## src/rtl/expand_seq.sv

```systemverilog
// expand_seq: drives one feistel instance through the 521-block bcrypt ExpandState chain.
// Blocks 0..8 are written to the P-array, blocks 9..520 to the S-boxes. Each block is
// launched with the running L/R (optionally XORed with half of the salt), the result is
// captured as the new chain value and written to SRAM A (L) and SRAM B (R) in one cycle.
//
// Ports:
//   clk, reset_l            clock, synchronous active-low reset
//   start, salt_en, salt    run request (accepted in idle only), salt controls
//   busy, done, blk_idx     run status, completion pulse, block in flight
//   fs_start, fs_L, fs_R    feistel launch pulse and inputs (held until next launch)
//   fs_resultL/R, fs_done   feistel results and completion pulse
//   fs_addr/cs/we/oe_{a,b}  feistel SRAM traffic, passed through outside write-back
//   sram_*_{a,b}            SRAM ports A/B; controls active low
module expand_seq #(
  parameter int unsigned P_BASE = 4000,
  parameter int unsigned S_BASE = 0,
  parameter int unsigned NBLK   = 521
) (
  input  logic         clk,
  input  logic         reset_l,
  input  logic         start,
  input  logic         salt_en,
  input  logic [127:0] salt,
  output logic         busy,
  output logic         done,
  output logic [9:0]   blk_idx,
  output logic         fs_start,
  output logic [31:0]  fs_L,
  output logic [31:0]  fs_R,
  input  logic [31:0]  fs_resultL,
  input  logic [31:0]  fs_resultR,
  input  logic         fs_done,
  input  logic [11:0]  fs_addr_a,
  input  logic [11:0]  fs_addr_b,
  input  logic         fs_cs_a_l,
  input  logic         fs_cs_b_l,
  input  logic         fs_we_a_l,
  input  logic         fs_we_b_l,
  input  logic         fs_oe_a_l,
  input  logic         fs_oe_b_l,
  output logic [11:0]  sram_addr_a,
  output logic [11:0]  sram_addr_b,
  output logic [31:0]  sram_wdata_a,
  output logic [31:0]  sram_wdata_b,
  output logic         sram_cs_a_l,
  output logic         sram_cs_b_l,
  output logic         sram_we_a_l,
  output logic         sram_we_b_l,
  output logic         sram_oe_a_l,
  output logic         sram_oe_b_l
);

  localparam logic [11:0] PBase   = 12'(P_BASE);
  localparam logic [11:0] SBase   = 12'(S_BASE);
  localparam logic [9:0]  LastIdx = 10'(NBLK - 1);
  // Number of P-array blocks; the S-box region starts at block NumPBlk.
  localparam logic [9:0]  NumPBlk = 10'd9;

  typedef enum logic [2:0] {StIdle, StLaunch, StWaitF, StWrite, StDone} state_e;

  state_e         state_q;
  logic           busy_q;
  logic           done_q;
  logic           fs_start_q;
  logic [9:0]     blk_idx_q;
  logic [31:0]    l_q;
  logic [31:0]    r_q;
  logic [31:0]    fs_l_q;
  logic [31:0]    fs_r_q;
  logic [127:0]   salt_q;
  logic           salt_en_q;

  logic [9:0]     nxt_idx;
  logic [63:0]    launch_sh;
  logic           launch_en;
  logic [31:0]    launch_l;
  logic [31:0]    launch_r;
  logic [11:0]    blk_x2;
  logic [11:0]    wr_addr_a;
  logic [11:0]    wr_addr_b;

  assign nxt_idx = blk_idx_q + 10'd1;

  // Chain input for the next launch. From idle the salt comes straight off the ports
  // (it is being latched this same cycle) and the chain is zero; block 0 is even.
  always_comb begin
    launch_sh = '0;
    launch_en = 1'b0;
    launch_l  = '0;
    launch_r  = '0;
    if (state_q == StIdle) begin
      launch_sh = salt[127:64];
      launch_en = salt_en;
      launch_l  = launch_en ? launch_sh[63:32] : 32'd0;
      launch_r  = launch_en ? launch_sh[31:0]  : 32'd0;
    end else begin
      launch_sh = nxt_idx[0] ? salt_q[63:0] : salt_q[127:64];
      launch_en = salt_en_q;
      launch_l  = l_q ^ (launch_en ? launch_sh[63:32] : 32'd0);
      launch_r  = r_q ^ (launch_en ? launch_sh[31:0]  : 32'd0);
    end
  end

  // Each block covers two consecutive words; S-box offset restarts at zero at block 9.
  assign blk_x2    = {1'b0, blk_idx_q, 1'b0};
  assign wr_addr_a = (blk_idx_q < NumPBlk) ? (PBase + blk_x2) : (SBase + blk_x2 - 12'd18);
  assign wr_addr_b = wr_addr_a + 12'd1;

  always_ff @(posedge clk) begin
    if (!reset_l) begin
      state_q    <= StIdle;
      busy_q     <= 1'b0;
      done_q     <= 1'b0;
      fs_start_q <= 1'b0;
      blk_idx_q  <= '0;
      l_q        <= '0;
      r_q        <= '0;
      fs_l_q     <= '0;
      fs_r_q     <= '0;
      salt_q     <= '0;
      salt_en_q  <= 1'b0;
    end else begin
      unique case (state_q)
        StIdle: begin
          done_q <= 1'b0;
          if (start) begin
            salt_q     <= salt;
            salt_en_q  <= salt_en;
            l_q        <= '0;
            r_q        <= '0;
            blk_idx_q  <= '0;
            fs_l_q     <= launch_l;
            fs_r_q     <= launch_r;
            fs_start_q <= 1'b1;
            busy_q     <= 1'b1;
            state_q    <= StLaunch;
          end
        end
        StLaunch: begin
          // A stray fs_done in this cycle is deliberately not looked at.
          fs_start_q <= 1'b0;
          state_q    <= StWaitF;
        end
        StWaitF: begin
          if (fs_done) begin
            l_q     <= fs_resultL;
            r_q     <= fs_resultR;
            state_q <= StWrite;
          end
        end
        StWrite: begin
          if (blk_idx_q == LastIdx) begin
            done_q  <= 1'b1;
            state_q <= StDone;
          end else begin
            blk_idx_q  <= nxt_idx;
            fs_l_q     <= launch_l;
            fs_r_q     <= launch_r;
            fs_start_q <= 1'b1;
            state_q    <= StLaunch;
          end
        end
        StDone: begin
          done_q  <= 1'b0;
          busy_q  <= 1'b0;
          state_q <= StIdle;
        end
        default: state_q <= StIdle;
      endcase
    end
  end

  // SRAM ports belong to the controller only during write-back.
  always_comb begin
    sram_addr_a  = fs_addr_a;
    sram_addr_b  = fs_addr_b;
    sram_wdata_a = '0;
    sram_wdata_b = '0;
    sram_cs_a_l  = fs_cs_a_l;
    sram_cs_b_l  = fs_cs_b_l;
    sram_we_a_l  = fs_we_a_l;
    sram_we_b_l  = fs_we_b_l;
    sram_oe_a_l  = fs_oe_a_l;
    sram_oe_b_l  = fs_oe_b_l;
    if (state_q == StWrite) begin
      sram_addr_a  = wr_addr_a;
      sram_addr_b  = wr_addr_b;
      sram_wdata_a = l_q;
      sram_wdata_b = r_q;
      sram_cs_a_l  = 1'b0;
      sram_cs_b_l  = 1'b0;
      sram_we_a_l  = 1'b0;
      sram_we_b_l  = 1'b0;
      sram_oe_a_l  = 1'b1;
      sram_oe_b_l  = 1'b1;
    end
  end

  assign busy     = busy_q;
  assign done     = done_q;
  assign blk_idx  = blk_idx_q;
  assign fs_start = fs_start_q;
  assign fs_L     = fs_l_q;
  assign fs_R     = fs_r_q;

endmodule
```

## config.mk

```make
export PLATFORM = sky130hd
export DESIGN_NAME = expand_seq
export DESIGN_NICKNAME = d
export VERILOG_FILES = /design/src/rtl/expand_seq.sv
export SDC_FILE = /design/constraint.sdc
export NUM_CORES = 1
export LEC_CHECK = 0
export CORE_MARGIN = 3
export CORE_UTILIZATION = 40
export CTS_CLUSTER_SIZE = 12
export DETAILED_ROUTE_END_ITERATION = 12
export PLACE_DENSITY = 0.72
export SLEW_MARGIN = 20
export SYNTH_ARGS = -nofsm -noshare
export SYNTH_HDL_FRONTEND = slang
export SYNTH_SLANG_ARGS = --single-unit
```

## constraint.sdc

```tcl
create_clock -name clk -period 2.4 [get_ports clk]
set_input_delay 0.24 -clock clk [delete_from_list [all_inputs] [get_ports clk]]
set_output_delay 0.24 -clock clk [all_outputs]
set_load 0.1 [all_outputs]
```

Word level (Yosys, flattened, before mapping)

Cells that the tools add are included.

Add/sub/neg operators: 4
$lt $le $gt $ge: 1
Equal/unequal tests: 9
Muxes and demuxes: 42
Bitwise gates (word level): 2
Reduce and logical (&&, ||, !) cells: 14

Operator list:

| cell                                                                   | number |
|---|---|
| 32-bit 2-to-1 mux                                                      | 15 |
| 32-bit one-hot mux with 2 select lines                                 | 4 |
| 64-bit 2-to-1 mux                                                      | 1 |
| 32-bit XOR                                                             | 2 |
| 12-bit 2-to-1 mux                                                      | 3 |
| 10-bit 2-to-1 mux                                                      | 2 |
| 10-bit one-hot mux with 2 select lines                                 | 1 |
| 12-bit by 1-bit adder with 12-bit output (second input constant)       | 1 |
| 12-bit by 11-bit adder with 12-bit output (first input constant)       | 1 |
| 3-bit one-hot mux with 4 select lines                                  | 1 |
| 11-bit by 5-bit subtractor with 12-bit output (second input constant)  | 1 |
| 10-bit by 1-bit adder with 10-bit output (second input constant)       | 1 |
| 10-bit equality test (second input constant)                           | 1 |
| 10-bit by 4-bit < comparator with 1-bit output (second input constant) | 1 |
| 1-bit 2-to-1 mux                                                       | 9 |
| 3-bit 2-to-1 mux                                                       | 3 |
| 3-bit AND reduction                                                    | 3 |
| 2-bit inequality test (second input constant)                          | 4 |
| 2-bit AND reduction                                                    | 4 |
| 2-bit nonzero test                                                     | 4 |
| 3-bit by 2-bit equality test with 1-bit output (second input constant) | 2 |
| 1-bit one-hot mux with 2 select lines                                  | 2 |
| 3-bit by 1-bit equality test with 1-bit output (second input constant) | 1 |
| 3-bit equality test (second input constant)                            | 1 |
| 4 further kinds                                                        | 4 |

Flip-flop bits (word level): 273
Input port bits: 227
Output and inout port bits: 171
Word-level logic and storage cells: 83

Logic depth before layout (Yosys ltp)

Gate-level depths: netlist of the first run.

Depth in word-level cells: 7
Mapped depth: 11
Depth with buffers taken out: 6

Worst setup path before layout of the first run

No wires, ideal clock.

Kind: register to output
From: reg blk_idx_q[0] (netlist: blk_idx[0])
To: out sram_addr_a[1]
Arrival time: 4.845 ns
Data required time: 2.160 ns
Path slack: -2.685 ns
Stages on the path, launching flop included: 11
Path buffers: 4
Cell sequence: dfxtp_1 -> buf_2 -> buf_2 -> buf_4 -> inv_1 -> ha_1 -> nor2b_1 -> o211ai_1 -> clkbuf_1 -> xnor2_1 -> o21ai_0

Longest elaborated chain between the ends: 3
Elaborated cells between the ends (all ways): 5
Those cells by class: add/sub: 2; order compare: 1; mux: 2

Ends and longest elaborated chain:

| element                                                                 | line | RTL |
|---|---|---|
| from (decl)                                                             | 65   | `logic [9:0] blk_idx_q;` |
| from (signal assigned)                                                  | 156  | `blk_idx_q <= nxt_idx;` |
| 12-bit by 11-bit adder with 12-bit output, or another cell as far along | 106  | `assign wr_addr_a = (blk_idx_q < NumPBlk) ? (PBase + blk_x2) : (SBase + blk_x2 - 12'd18);` |
| 12-bit 2-to-1 mux (*)                                                   | 106  |  |
| 12-bit 2-to-1 mux (*)                                                   | 185  | `if (state_q == StWrite) begin` |
| to (decl)                                                               | 41   | `output logic [11:0] sram_addr_a,` |

Every way passes the cells marked *; elsewhere a longest branch is shown, timed or not.

Final worst setup path of the first run

From: reg blk_idx_q[7] (netlist: blk_idx[7])
To: out sram_addr_a[10]

Same word-level chain as after synthesis.

==> results of run 1 <==
## worst min-delay path by stage
stage,start,end,slack [ps]
floorplan,salt[0],salt_q[0]$_SDFFE_PN0P_,380
global placement,salt_q[65]$_SDFFE_PN0P_,salt_q[65]$_SDFFE_PN0P_,440
detailed placement,salt_q[48]$_SDFFE_PN0P_,salt_q[48]$_SDFFE_PN0P_,440
CTS,reset_l,fs_R[19]$_SDFFE_PN0P_,90
global route,reset_l,fs_R[18]$_SDFFE_PN0P_,110
finish,reset_l,fs_R[16]$_SDFFE_PN0P_,120
## Yosys cell counts, types with 3 or more instances
cell | number | area, sq um
buf_6 | 6 | 67.56
a21oi_1 | 203 | 1016
nor2_1 | 82 | 307.8
nand2b_1 | 7 | 43.79
dfxtp_1 | 273 | 5465
mux2_2 | 64 | 720.7
mux2i_1 | 3 | 30.03
xnor2_1 | 7 | 61.31
clkbuf_1 | 113 | 424.2
o31ai_2 | 49 | 613.1
a21o_1 | 3 | 22.52
nor4_1 | 3 | 18.77
o211ai_1 | 6 | 45.04
buf_1 | 12 | 45.04
o31ai_1 | 18 | 135.1
and2_1 | 8 | 50.05
buf_2 | 32 | 160.2
a31oi_1 | 3 | 18.77
inv_1 | 72 | 270.3
or3_1 | 6 | 37.54
nand2_1 | 471 | 1768
a41oi_1 | 12 | 105.1
nand3_1 | 139 | 695.7
ha_1 | 4 | 50.05
a41oi_2 | 50 | 813.3
nand4_1 | 67 | 419.2
a211oi_1 | 5 | 37.54
o21ai_0 | 9 | 45.04
nor3_1 | 5 | 25.02
## cell families after synthesis
family / after synthesis
buf+inv: 238
simple gates: 800
flops: 273
mux: 67
fa+ha+maj: 4
xor+xnor: 7
compound gates: 379
## final cells by class
cell class	instances	area (sq um)	share of cell area, %
Multi-Input combinational cell	1257	7999	38.05
Timing Repair Buffer	473	5627	26.76
Sequential cell	273	5503	26.17
Clock buffer	46	933.4	4.440
Tap cell	448	560.5	2.666
Inverter	73	286.5	1.363
Clock inverter	8	90.09	0.4285
Antenna cell	10	25.02	0.1190
## worst max-delay path: stages (launching register included)
cell and delay (ps):
dfxtp_4 350, buf_8 120, or4b_4 530, or4_4 440, o31ai_4 100, o21ai_4 90
buf_12 190
## routing by layer
metal	GRT usage [%]	vias to the layer above	wire length, um
met3	5.238	159	4200
met1	33.93	7015	21450
met4	14.77	2	2745
met5	0	-	10
li1	-	6802	-
met2	45.43	654	25160
## what timing repair did
item	4_1_cts	5_1_grt
endpoints found under the setup margin	63	66
buffers inserted	17	7
pin swaps	14	14
gates cloned	0	1
resized for setup	57	10
## per-stage QoR
step,worst slack (ps),cells
after floorplan,-824.8,1768
after global placement,-28.11,2498
after detailed placement,-3.017,2500
after CTS,-231.9,2571
after global routing,-274.7,2588
final,-222.3,2588
## registers in the layout, indices dropped and copies added (netlist names)
register / count
fs_start: 1
salt_en_q: 1
blk_idx: 10
state_q: 3
busy: 1
fs_L: 32
l_q: 32
salt_q: 128
done: 1
r_q: 32
fs_R: 32
## power by group through the flow
| stage | registers [uW] | logic (uW) | clock network, uW |
|---|---|---|---|
| floorplan | 6380 | 2020 | 0 |
| global placement | 5270 | 4650 | 0 |
| detailed placement | 5290 | 4740 | 0 |
| CTS | 5200 | 4770 | 4810 |
| global route | 5250 | 5030 | 5000 |
| finish | 5200 | 4800 | 4760 |
==> metrics.md, run 1 <==
| Metric | Value |
|---|---|
| Total grt overflow | 0 |
| Hold Crit Depth | 3 |
| Syn Inst Count | 1768 |
| Share of cells above drive strength 1 | 28.08% |
| Area share of and/or/nand/nor cells after synthesis | 25.19% |
| Die area | 36860 sq um |
| Hpwl dp | 34740 um |
| Pin count of the biggest net entering global routing | 161 |
| Sequential Power Share | 35.3% |
| Num CTS Buffers | 30 |
| Synthesized net count | 1999 |
| Worst R2R Setup Slack | 200 ps |
| Period minus WS final | 2622 ps |
| P_leak | 0.007236 uW |
| Net Switching | 5477 uW |
| Most used DFF post-synth | dfxtp_1 |
| Hold_ws | 117.0 ps |
| Fillers | 2841 |
| GP Congestion | 0.8824 |
| All-Layer GR Usage | 27.51% |
| Final hold violation count | 0 |
| Post-Synth XOR/XNOR Area | 0.4431% |
| Worst EP required | 2160 ps |
| Most frequent cells in the layout | nand2_1, dfxtp_1, clkdlybuf4s50_1 |
| Area delta synth->final | 51.94% |
| Via count | 14630 |
| Placed instance area | 19470 sq um |
| Crit Path Category | reg2out |
| Insertion delay to the later sink of the worst-skew pair | 550 ps |
| Period utilisation layout | 109.3% |
| DRT iter0 DRCs | 1062 |
| Relative slew slack | 34.37% |
| Nets@finish | 2339 |
| Hold/Removal Path Class | in2reg |
| Root Buffer | clkbuf_16 |
| Row count | 67 |
| PortBufs | 397 |
| Htree depth | 1 |
| Multiplexer share of the synthesized area | 5.425% |
| Proportion of power drawn by the clock network | 32.2% |
| Initial antenna violation count | 11 |
| Chip Height | 192.0 um |
| Cells on worst reg2reg path | 7 |
| # IOs | 398 |
| Util after Layout | 62.23% |
| Combinational power share | 32.5% |
| Setup TNS | -1878 ps |
| Async set-reset flop share out of synthesis | 0% |
| Reg-to-Reg Start | blk_idx[7]$_SDFFE_PN0P_ |
| Clock Sinks | 273 |
| Reg-to-Reg End | fs_R[5]$_SDFFE_PN0P_ |
| Post-synth EDFFs | 0 |
| Final setup margin | -222.3 ps |
| # DRC | 0 |
| Core area | 33780 sq um |
| Maxcap violations | 0 |
| Yosys warns | 0 |
| Most common cell after layout, fill and taps aside | nand2_1 |
| Mean Syn Cell Area | 7.826 sq um |
| Via density | 5.654 |
| CTS Hold Buffers Added | 0 |
| Reg clk slew, reported paths | 70 ps |
| TritonRoute pass-1 iters | 6 |
| Failing checks | negative setup slack |
| Worst Path Arrival | 2380 ps |
| Final non-filler cell area | 21020 sq um |
| Adder-Cell Fraction of Synth Area | 0.3617% |
| Endpoint type of the worst setup path | primary output |
| Post-synthesis sequential area ratio | 39.50% |
| Yosys cell types | 57 |
| Crit path capture | sram_addr_a[10] |
| Max VDD drop | 0.0004999 V |
| Worst Path Max Fanout | 4 |
| CP startpoint | blk_idx[7]$_SDFFE_PN0P_ |
| #FFs+latches synth | 273 |
| CTS tree | built |
| Sw frac | 37.10% |
| RSZ-0062 raised after global routing | yes |
| Fin. max-slew vios | 0 |
| Largest family of logic cells by synthesized area | simple AND/OR/NAND/NOR gates |
| Vias in the first global route | 14830 |
| Final wirelength | 53560 um |
| Status | finished with violations |
| Worst-Margin Slew | 984.5 ps |
| Internal power | 9285 uW |
| Starting Density | 40.96% |
| Mapped Area | 13840 sq um |
| FMAX | 381.4 MHz |
| Final Power | 14760 uW |
| Setup Skew | 10.14 ps |
| Detail-routed net length per standard cell | 20.70 um |
| Antenna Nets Post-Route | 0 |
| Compound-Gate Fraction of Synth Area | 21.95% |
| CP Launch Type | register |
| Pwr/cell area | 702.1 nW/um^2 |
| Die width | 192.0 um |
| Worst-case clock buffer depth | 3 |
| Finish-stage setup viols | 17 |
| First-pass GRT wire length | 81030 um |
No activity file was read; power rests on OpenSTA's default activity.
==> run 2: changes to the inputs <==
CORE_UTILIZATION = 35   (was 40)
PLACE_DENSITY = default   (was 0.72)
SKIP_LAST_GASP = 1   (was default)
==> metrics.md, run 2 (synthesis results as in run 1) <==
| Metric | Value |
|---|---|
| Hold/Removal Path Class | in2reg (unchanged) |
| Htree depth | 2 (was 1) |
| All-Layer GR Usage | 25.42% (was 27.51%) |
| Final hold violation count | 0 (unchanged) |
| Via density | 5.435 (was 5.654) |
| Pwr/cell area | 717.4 nW/um^2 (was 702.1 nW/um^2) |
| Row count | 72 (was 67) |
| CTS tree | built (unchanged) |
| DRT iter0 DRCs | 984 (was 1062) |
| Combinational power share | 31.5% (was 32.5%) |
| Hpwl dp | 36560 um (was 34740 um) |
| Final Non-Filler Cells | 2666 (was 2588) |
| Crit Path Category | reg2out (unchanged) |
| Max reg flops | 128 (unchanged) |
| Relative slew slack | 57.02% (was 34.37%) |
| Period utilisation layout | 107.3% (was 109.3%) |
| First-pass GRT wire length | 84440 um (was 81030 um) |
| Num CTS Buffers | 34 (was 30) |
| Max VDD drop | 0.0004295 V (was 0.0004999 V) |
| Share of cells above drive strength 1 | 28.22% (was 28.08%) |
| Met1 GRT Util | 32.41% (was 33.93%) |
| Status | finished with violations (unchanged) |
| Endpoint type of the worst setup path | primary output (unchanged) |
| Most common cell after layout, fill and taps aside | nand2_1 (unchanged) |
| GR peak layer | met2 (unchanged) |
| RSZ-0062 raised after global routing | yes (unchanged) |
| Most frequent cells in the layout | nand2_1, dfxtp_1, clkdlybuf4s50_1 (unchanged) |
| Internal power | 9623 uW (was 9285 uW) |
| Detail-routed net length per standard cell | 20.74 um (was 20.70 um) |
| Final wirelength | 55300 um (was 53560 um) |
| Setup Skew | 15.58 ps (was 10.14 ps) |
| Met3 global-route usage | 5.149% (was 5.238%) |
| Worst R2R Setup Slack | 240 ps (was 200 ps) |
| Placed cells | 2567 (was 2500) |
| GR met2 Demand/Resource | 42.52% (was 45.43%) |
| Nets@finish | 2347 (was 2339) |
| Period minus WS final | 2576 ps (was 2622 ps) |
| Antenna Nets Post-Route | 0 (unchanged) |
| # DRC | 0 (unchanged) |
| Pin count of the biggest net entering global routing | 71 (was 161) |
| Worst-Margin Slew | 644.7 ps (was 984.5 ps) |
| Worst Path Max Fanout | 6 (was 4) |
| Largest Register | salt_q (unchanged) |
| GP Congestion | 0.8710 (was 0.8824) |
| Die area | 41960 sq um (was 36860 sq um) |
| Core area | 38830 sq um (was 33780 sq um) |
| Chip Height | 204.8 um (was 192.0 um) |
| Net Switching | 5624 uW (was 5477 uW) |
| Fin. max-slew vios | 0 (unchanged) |
| Insertion delay to the later sink of the worst-skew pair | 520 ps (was 550 ps) |
| # IOs | 398 (unchanged) |
| Area delta synth->final | 53.59% (was 51.94%) |
| Starting Density | 35.64% (was 40.96%) |
| CP max stage delay | 350 ps (was 530 ps) |
| Via count | 14490 (was 14630) |
| Initial antenna violation count | 8 (was 11) |
| PortBufs | 397 (unchanged) |
| CP Launch Type | register (unchanged) |
| Worst Path Arrival | 2340 ps (was 2380 ps) |
| CP Cell Sequence | buf_8 -> nor4_4 -> o211ai_1 -> buf_4 -> buf_6 -> o211ai_1 -> o211ai_1 -> buf_12 (was buf_8 -> or4b_4 -> or4_4 -> o31ai_4 -> o21ai_4 -> buf_12) |
| Maxcap violations | 0 (unchanged) |
| Worst-case clock buffer depth | 3 (unchanged) |
| Final Power | 15250 uW (was 14760 uW) |
| Die width | 204.8 um (was 192.0 um) |
| Final setup margin | -175.9 ps (was -222.3 ps) |
| Total grt overflow | 0 (unchanged) |
| Vias in the first global route | 14470 (was 14830) |
| Finish-stage setup viols | 21 (was 17) |
| Clock Sinks | 273 (unchanged) |
| Worst path most repeated cell | o211ai_1 |
| Reg clk slew, reported paths | 60 ps (was 70 ps) |
| Proportion of power drawn by the clock network | 34.4% (was 32.2%) |
| FMAX | 388.2 MHz (was 381.4 MHz) |
| Failing checks | negative setup slack (unchanged) |
| Sw frac | 36.89% (was 37.10%) |
| TritonRoute pass-1 iters | 5 (was 6) |
| Slowest cell on crit path | dfxtp_4 (was or4b_4) |
| Fillers | 3478 (was 2841) |
| Worst EP required | 2160 ps (about the same) |
| Sequential Power Share | 34.1% (was 35.3%) |
| Util after Layout | 54.73% (was 62.23%) |
| Root Buffer | clkbuf_16 (unchanged) |
| P_leak | 0.007309 uW (was 0.007236 uW) |
[run 2: cell count changes in the layout (fill, tap and decap cells not counted), moves of 3 or more]
cell        before  now
buf_12         113  117
buf_6            3    7
clkbuf_16       33   37
clkinvlp_4       0    3
buf_8            4    1
[run 2: cell type report]
| type | instances | area [sq um] | share of cell area [%] |
|---|---|---|---|
| Inverter | 73 | 281.5 | 1.325 |
| Multi-Input combinational cell | 1257 | 7988 | 37.59 |
| Antenna cell | 8 | 20.02 | 0.09420 |
| Clock inverter | 10 | 111.4 | 0.5240 |
| Timing Repair Buffer | 477 | 5667 | 26.66 |
| Sequential cell | 273 | 5502 | 25.89 |
| Clock buffer | 50 | 1035 | 4.869 |
| Tap cell | 518 | 648.1 | 3.050 |
[run 2: power by group through the flow]
| stage | clock (uW) | sequential, uW | combinational (uW) |
|---|---|---|---|
| 6_report | 5250 | 5200 | 4800 |
| 3_5_place_dp | 0 | 5290 | 4760 |
| 2_1_floorplan | 0 | 6380 | 2020 |
| 4_1_cts | 5350 | 5200 | 4810 |
| 3_3_place_gp | 0 | 5280 | 4720 |
| 5_1_grt | 5540 | 5250 | 5050 |
[run 2: stage by stage]
step | setup slack (ps) | hold WS [ps] | setup TNS, ps | cell area (sq um)
after detailed placement | 46.46 | 442.8 | 0 | 19550
after global placement | 102.3 | 437.8 | 0 | 19550
after floorplan | -824.8 | 376.0 | -6847 | 14250
after global routing | -290.5 | 205.6 | -4496 | 21240
after CTS | -174.8 | 187.6 | -1833 | 21150
final | -175.9 | 209.2 | -2413 | 21250
[run 2: worst paths after layout]
| kind | to | start | cells past startpoint |
|---|---|---|---|
| worst max-delay path | sram_addr_a[6] | blk_idx[6]$_SDFFE_PN0P_ | 8 |
| worst min-delay path | fs_R[8]$_SDFFE_PN0P_ | reset_l | 3 |
| worst max register to register | fs_L[26]$_SDFFE_PN0P_ | blk_idx[6]$_SDFFE_PN0P_ | 7 |
| worst min register to register | salt_q[65]$_SDFFE_PN0P_ | salt_q[65]$_SDFFE_PN0P_ | 2 |
[run 2: metal layers]
metal	up-vias	part of all wire, %
met3	118	7.0
met5	-	0.043
li1	6828	-
met4	4	3.6
met1	7010	42
met2	530	48
[run 2: timing repair]
item                                    CTS  global route
cloned                                    1             0
endpoints found under the setup margin   69            28
buffers inserted                         24             6
pin swaps                                19            13
resized for setup                        43             8
hold buffers                              0             0
[run 2: critical path, delay by kind of cell, from the launching register on]
kind / cells / cell delay (ps)
buf+inv: 4 / 660
simple gates: 1 / 300
flops: 1 / 350
compound gates: 3 / 500
